[src/rtl/msg_schedule_if.sv]
// msg_schedule_if: block-in / schedule-word-out signals of the SHA-256 message schedule stage
interface msg_schedule_if;
  logic         message_vector_complete;
  logic [511:0] message_vector;
  logic         w_ready;
  logic         w_valid;
  logic [31:0]  w_word;
  logic [5:0]   w_index;
  logic         busy;
  logic         schedule_complete;
  modport master (
    input  message_vector_complete, message_vector, w_ready,
    output w_valid, w_word, w_index, busy, schedule_complete
  );
  modport slave (
    output message_vector_complete, message_vector, w_ready,
    input  w_valid, w_word, w_index, busy, schedule_complete
  );
endinterface

[src/rtl/msg_schedule.sv]
// msg_schedule: streams SHA-256 schedule words W0..W63 from a 16-word sliding window
module msg_schedule #(
  parameter int WORD_W     = 32,
  parameter int NUM_ROUNDS = 64
) (
  input  logic           clock,
  input  logic           reset,
  input  logic           enable,
  msg_schedule_if.master bus
);
  typedef enum logic [1:0] {IDLE, EMIT, DONE} state_t;
  state_t            state, state_nx;
  logic [WORD_W-1:0] win [16];
  logic [5:0]        idx;
  logic [WORD_W-1:0] w_new;
  logic              accept, last;
  function automatic logic [31:0] s0(input logic [31:0] x);
    return {x[6:0], x[31:7]} ^ {x[17:0], x[31:18]} ^ (x >> 3);
  endfunction
  function automatic logic [31:0] s1(input logic [31:0] x);
    return {x[16:0], x[31:17]} ^ {x[18:0], x[31:19]} ^ (x >> 10);
  endfunction
  assign accept = state == EMIT && bus.w_ready;
  assign last   = idx == 6'(NUM_ROUNDS - 1);
  assign w_new  = s1(win[14]) + win[9] + s0(win[1]) + win[0];
  always_comb begin
    state_nx = state;
    if (!enable) state_nx = IDLE;
    else if (state == IDLE && bus.message_vector_complete) state_nx = EMIT;
    else if (accept && last) state_nx = DONE;
    else if (state == DONE) state_nx = IDLE;
  end
  always_ff @(posedge clock or negedge reset)
    if (!reset) state <= IDLE;
    else state <= state_nx;
  // Window only moves on an accept, so a stall holds w_word/w_index for free.
  always_ff @(posedge clock or negedge reset)
    if (!reset) begin
      for (int i = 0; i < 16; i++) win[i] <= '0;
      idx <= '0;
    end else if (!enable) begin
      idx <= '0;
    end else if (state == IDLE && bus.message_vector_complete) begin
      for (int i = 0; i < 16; i++) win[i] <= bus.message_vector[511-32*i -: 32];
      idx <= '0;
    end else if (accept) begin
      for (int i = 0; i < 15; i++) win[i] <= win[i+1];
      win[15] <= w_new;
      idx     <= idx + 6'd1;
    end
  assign bus.w_valid           = state == EMIT;
  assign bus.w_word            = win[0];
  assign bus.w_index           = idx;
  assign bus.busy              = state != IDLE;
  assign bus.schedule_complete = state == DONE;
endmodule

[src/flat_wrapper.sv]
// flat-port wrapper written by rule: the top's interface ports become plain ports
module msg_schedule_flat 
#(
  parameter int WORD_W     = 32,
  parameter int NUM_ROUNDS = 64
)
  (clock, reset, enable, bus_message_vector_complete, bus_message_vector, bus_w_ready, bus_w_valid, bus_w_word, bus_w_index, bus_busy, bus_schedule_complete);
  msg_schedule_if bus_i ();
  input  logic clock;
  input  logic reset;
  input  logic enable;
  input wire logic [$bits(bus_i.message_vector_complete)-1:0] bus_message_vector_complete;
  input wire logic [$bits(bus_i.message_vector)-1:0] bus_message_vector;
  input wire logic [$bits(bus_i.w_ready)-1:0] bus_w_ready;
  output wire logic [$bits(bus_i.w_valid)-1:0] bus_w_valid;
  output wire logic [$bits(bus_i.w_word)-1:0] bus_w_word;
  output wire logic [$bits(bus_i.w_index)-1:0] bus_w_index;
  output wire logic [$bits(bus_i.busy)-1:0] bus_busy;
  output wire logic [$bits(bus_i.schedule_complete)-1:0] bus_schedule_complete;
  assign bus_i.message_vector_complete = bus_message_vector_complete;
  assign bus_i.message_vector = bus_message_vector;
  assign bus_i.w_ready = bus_w_ready;
  assign bus_w_valid = bus_i.w_valid;
  assign bus_w_word = bus_i.w_word;
  assign bus_w_index = bus_i.w_index;
  assign bus_busy = bus_i.busy;
  assign bus_schedule_complete = bus_i.schedule_complete;
  msg_schedule #(.WORD_W(WORD_W), .NUM_ROUNDS(NUM_ROUNDS)) u_core (.clock(clock), .reset(reset), .enable(enable), .bus(bus_i));
endmodule
[config.mk]
export PLATFORM = sky130hd
export DESIGN_NAME = msg_schedule_flat
export DESIGN_NICKNAME = d
export VERILOG_FILES = /design/src/rtl/msg_schedule_if.sv /design/src/rtl/msg_schedule.sv /design/src/flat_wrapper.sv
export SDC_FILE = /design/constraint.sdc
export NUM_CORES = 2
export LEC_CHECK = 0
export BUFFER_PORTS_ARGS = -buffer_cell sky130_fd_sc_hd__buf_4
export CELL_PAD_IN_SITES_DETAIL_PLACEMENT = 2
export CELL_PAD_IN_SITES_GLOBAL_PLACEMENT = 2
export CORE_ASPECT_RATIO = 0.6
export CORE_UTILIZATION = 36
export CTS_BUF_LIST = sky130_fd_sc_hd__clkbuf_2 sky130_fd_sc_hd__clkbuf_4 sky130_fd_sc_hd__clkbuf_8
export CTS_CLUSTER_SIZE = 30
export DETAILED_ROUTE_END_ITERATION = 10
export GPL_TIMING_DRIVEN = 0
export PLACE_DENSITY = 0.95
export SLEW_MARGIN = 20
export SYNTH_ARGS = -nofsm -noshare
export SYNTH_HDL_FRONTEND = slang
export SYNTH_SLANG_ARGS = --single-unit
[constraint.sdc]
create_clock -name clock -period 7.35 [get_ports clock]
set_clock_uncertainty 0.1 [all_clocks]
set_input_delay 1.47 -clock clock [delete_from_list [all_inputs] [get_ports clock]]
set_output_delay 1.47 -clock clock [all_outputs]
set_load 0.05 [all_outputs]
Word level (Yosys, flattened, before mapping)
Cells that the tools add are included.
{ "totals": {"elab_cells": 47, "out_inout_bits": 41, "reg_bits": 520, "in_bits": 517} }
{ "classes": {"add_sub_neg": 4, "n_eq_ne": 5, "reduce_logical": 7, "n_mux": 9, "bitwise": 4} }
{ "ops": {"columns": ["op", "n"], "rows": [
  ["$mux 512", 2],
  ["$add 32x32->32", 3],
  ["$xor 32x32->32", 2],
  ["$xor 32x22->32", 1],
  ["$xor 32x29->32", 1],
  ["$mux 6", 3],
  ["$mux 2", 4],
  ["$add 6x1->6 const B", 1],
  ["$eq 6x6->1 const B", 1],
  ["$ne 4x1->1 const B", 1],
  ["$reduce_bool 2->1", 2],
  ["$logic_and 1x1->1", 3],
  ["$ne 3x1->1 const B", 1],
  ["$eq 2x1->1 const B", 1],
  ["$eq 2x2->1 const B", 1],
  ["$logic_not 2->1", 1],
  ["$reduce_and 2->1", 1]
]} }

Depth between registers and ports, before layout
{ "logic_depth": {"word_depth": 7, "depth_mapped": 16, "ltp_nobuf": 14} }

Worst setup path before layout
No wires, ideal clock.
{ "synth_timing": {"path_kind": "register to register", "start": "reg u_core.win[456] (netlist name)", "end": "reg u_core.win[17] (netlist name)", "path_stages_with_launch": 15, "setup_ps": 138, "t_required_ps": 7112, "arrival_time_ps": 3709, "path_slack_ps": 3403, "synth_period_minus_slack_ps": 3947, "path_buffers": 1, "path_cell_list": "dfrtp_1 > clkbuf_1 > xnor2_1 > xnor2_1 > fa_1 > fa_1 > ha_1 > fa_1 > a21oi_1 > o211ai_1 > and2_2 > nor3_1 > o21a_1 > xor2_1 > o211ai_1"} }
{ "synth_between": {"elab_chain_len": 6} }
{ "synth_lines": {"columns": ["element", "line", "source"], "rows": [
  ["start, declared", "msg_schedule.sv:13", "logic [WORD_W-1:0] win [16];"],
  ["$xor 32x32->32", "msg_schedule.sv:18", "return {x[6:0], x[31:7]} ^ {x[17:0], x[31:18]} ^ (x >> 3);"],
  ["$xor 32x29->32 (*)", "msg_schedule.sv:18", null],
  ["$add 32x32->32 (*) (2 in a row)", "msg_schedule.sv:25", "assign w_new = s1(win[14]) + win[9] + s0(win[1]) + win[0];"],
  ["$mux 512 (*)", "msg_schedule.sv:46", "end else if (accept) begin"],
  ["$mux 512 (*)", "msg_schedule.sv:43", "end else if (state == IDLE && bus.message_vector_complete) begin"]
]} }
Mark *: on every way between the ends. The rest lies on a longest branch, timed or not. The select of a mux whose other input is x is not followed.
A chain may end at the register's enable or synchronous reset.

Worst setup path after layout
{ "layout_timing": {"start": "reg u_core.win[466] (netlist name)", "end": "reg u_core.win[17] (netlist name)"} }
The elaborated chain is that of the path after synthesis.

==> flow_summary.yaml <==
run_status:
  status: "finished, final reports clean"
floorplanning:
  fp.dieH_um: 219
  io_pins: 558
  die_area_sq_um: 79400
  core_sq_um: 77400
  start_util: 0.364
  die_w_um: 363
  fp-row-count: 79
detailed_routing:
  drt_first_pass_iters: 6
  routed_wl_um: 164000
  first_iter_violations: 3345
  wl_per_cell_um: 31.2
  drc: 0
  num_vias: 31335
  via_per_inst: 5.95
  ant_nets: 0
setup_path:
  crit_arrival_ns: 6.31
  cp_common_cell: "fa_1"
  cp_num_cells: 15
  start_kind: "register"
  critPathBufInv: 2
  r2r-start: "u_core.win[466]"
  crit_path_start: "u_core.win[466]"
  reg2reg_depth: 15
  crit_family: "adder cells"
  crit_fanout: 6
  crit_type: "register to register"
  worst_setup_path_end_kind: "register"
  crit_chain: "clkbuf_1 > xor2_1 > xnor2_1 > fa_1 > inv_1 > fa_1 > ha_1 > fa_1 > a21oi_1 > o211ai_1 > and2_2 > nor3_1 > o21a_1 > xor2_1 > o211ai_1"
  crit_required_ns: 7.83
  critPathMaxStageDelay_ns: 0.67
  cp_slowest_cell: "nor3_1"
synth:
  synth_top_area_share: 0.462
  synth_most_common_cell: "nand2_1"
  synth_area_leaders: "dfrtp_1 46%, nand2_1 14%, a31oi_1 11%"
  syn_nets: 4083
  synth_top_area_cell: "dfrtp_1"
  synthArstFlopShare: 1.00
  synth.yosys.seq_area_share: 0.462
  postSynthCellCount: 3472
  yosysUniqueCellTypes: 61
  avgSynthCellArea_sq_um: 8.11
  synth_enable_flop_cells: 0
  ys_ff_latch: 520
  synth_flop_cell: "dfrtp_1"
  ys_warn_count: 0
  syn_area_sq_um: 28200
  synth_commonest_cells: "1,024 x nand2_1, 524 x nor2_1, 520 x dfrtp_1"
worst_hold_path:
  hp-class: "register to register"
  hold_path_depth: 2
  hp-start: "u_core.win[5]"
layout:
  stdcell_area_sq_um: 35700
  synthToLayoutAreaGrowth_pct: 26.7
  fillers: 8673
  register_area_sq_um: 13000
  drive_above_1_share: 0.189
  multiInputGateArea_sq_um: 13300
  nNetsFinal: 4731
power:
  peakVddDrop_mv: 0.624
  power_density_nw_per_um2: 645
  p_leak_nw: 16.3
  p_int_mw: 10.2
  power_frac_seq: 0.196
  p_sw_mw: 12.8
  swShare: 0.555
  clkPwrFrac: 0.127
  combPwrFrac: 0.677
clock_network:
  numCtsBuffers: 84
  postCtsSetupRepairBufs: 0
  clk_pin_slew_ns: 0.07
  post_cts_resized: 0
  holdBufCountCts: 0
  insertion_delay_ns: 0.75
  cts_root_buf: "clkbuf_8"
  clock_sinks: 520
  clockBufferDepth: 3
  cts_tree: "yes"
  cts_max_level: 3
placement:
  gp_congestion: 0.957
  port_buffers: 557
  hpwl_um: 118000
  preCtsSetupSlack_ns: 1.91
  place_area_sq_um: 33800
timing:
  max_freq_ghz: 0.171
  rsz0062_at_grt: "false"
  hold_viol: 0
  worst_pin_slew_ns: 1.14
  setup_ws_ns: 1.52
  finalCritPeriodShare: 0.794
  fin_crit_ns: 5.83
  finalMaxSlewViolations: 0
  slew_headroom: 0.243
  setup_viol: 0
global_routing:
  grt_max_degree: 96
  grt_pass1_wl_um: 234000
  gr-total-overflow: 0
  grtUsageTotal: 0.405
  antenna_found_initial: 33
  grt_pass1_vias: 33904
run:
  cap_violations: 0
## sequential cells by signal, summed over array words and instances (netlist names)
name                flops
u_core.bus.w_index      6
u_core.state            2
u_core.win            480
u_core.bus.w_word      32
## power by group through the flow
stage | Sequential (mW) | Clock, mW | Combinational, mW
3_5_place_dp | 4.44 | 0 | 14.3
2_1_floorplan | 4.04 | 0 | 9.32
4_1_cts | 4.43 | 2.90 | 14.9
5_1_grt | 4.52 | 3.01 | 16.3
3_3_place_gp | 4.37 | 0 | 13.5
6_report | 4.50 | 2.93 | 15.6
## per-stage QoR
step                 util  hold WS, ns  total power, mW  std cells  setup TNS, ns
finish              0.461        0.403             23.0       5266              0
global route        0.461        0.431             23.8       5263              0
CTS                 0.460        0.396             22.2       5233              0
detailed placement  0.437        0.381             18.7       5087              0
global placement    0.435        0.363             17.9       5082        -592.87
floorplan               -        0.349             13.4       3472              0
## cell usage in the layout, fill, tap and decap left out, types with 5 or more instances in the layout
cell type and n:
ha_1 32, o21a_1 5, diode_2 33, xor2_1 23
nand2_1 1024, buf_16 5, clkbuf_8 109, nor2_1 524
or3_1 7, dfrtp_1 520, a21oi_1 38, mux2i_1 5
nor2b_1 5, buf_1 22, a21o_1 11, buf_2 31
o21ai_0 22, fa_1 62, clkbuf_1 238, nor3_1 13
a31oi_1 491, buf_4 588, clkbuf_4 29, xnor2_1 122
nand3_1 28, o211ai_1 13, and3_1 6, a211oi_1 10
inv_1 129
## metal layers
metal	part of all wire	GRT usage	up-vias
met2	0.44	0.616	1827
met3	0.10	0.102	486
met5	0.000079	0	-
met4	0.049	0.190	2
met1	0.41	0.539	16296
li1	-	-	12724
## logic make-up after synthesis
group	Yosys count	synth area share
and+or+nand+nor	1629	0.223
buffers and inverters	452	0.0659
adders and majority gates	94	0.0583
DFF	520	0.462
muxes	5	0.00178
AOI/OAI and AO/OA	627	0.143
xor gates and xnor gates	145	0.0451
## path summary, 6_finish.rpt
| check | slack, ns | to |
|---|---|---|
| max | 1.52 | u_core.win[17] |
| min | 0.40 | u_core.win[5] |
| max reg2reg | 1.52 | u_core.win[17] |
| min reg2reg | 0.40 | u_core.win[5] |
| max in group asynchronous | 4.53 | u_core.win[254] |
| min in group asynchronous | 0.66 | u_core.win[367] |
## tightest hold or removal path, cell delays in order (launching register included)
cell	delay, ns
dfrtp_1	0.36
nand2_1	0.05
o21ai_0	0.06
## layout make-up
| type | count | area share |
|---|---|---|
| antenna | 33 | 0.00231 |
| buffer | 323 | 0.0384 |
| clock buffer | 138 | 0.0481 |
| clock inverter | 8 | 0.00238 |
| inverter | 129 | 0.0136 |
| multi-input combinational | 2500 | 0.372 |
| sequential | 520 | 0.365 |
| tap | 1053 | 0.0369 |
| timing repair buffer | 562 | 0.121 |
(Power assumes the default switching activity.)
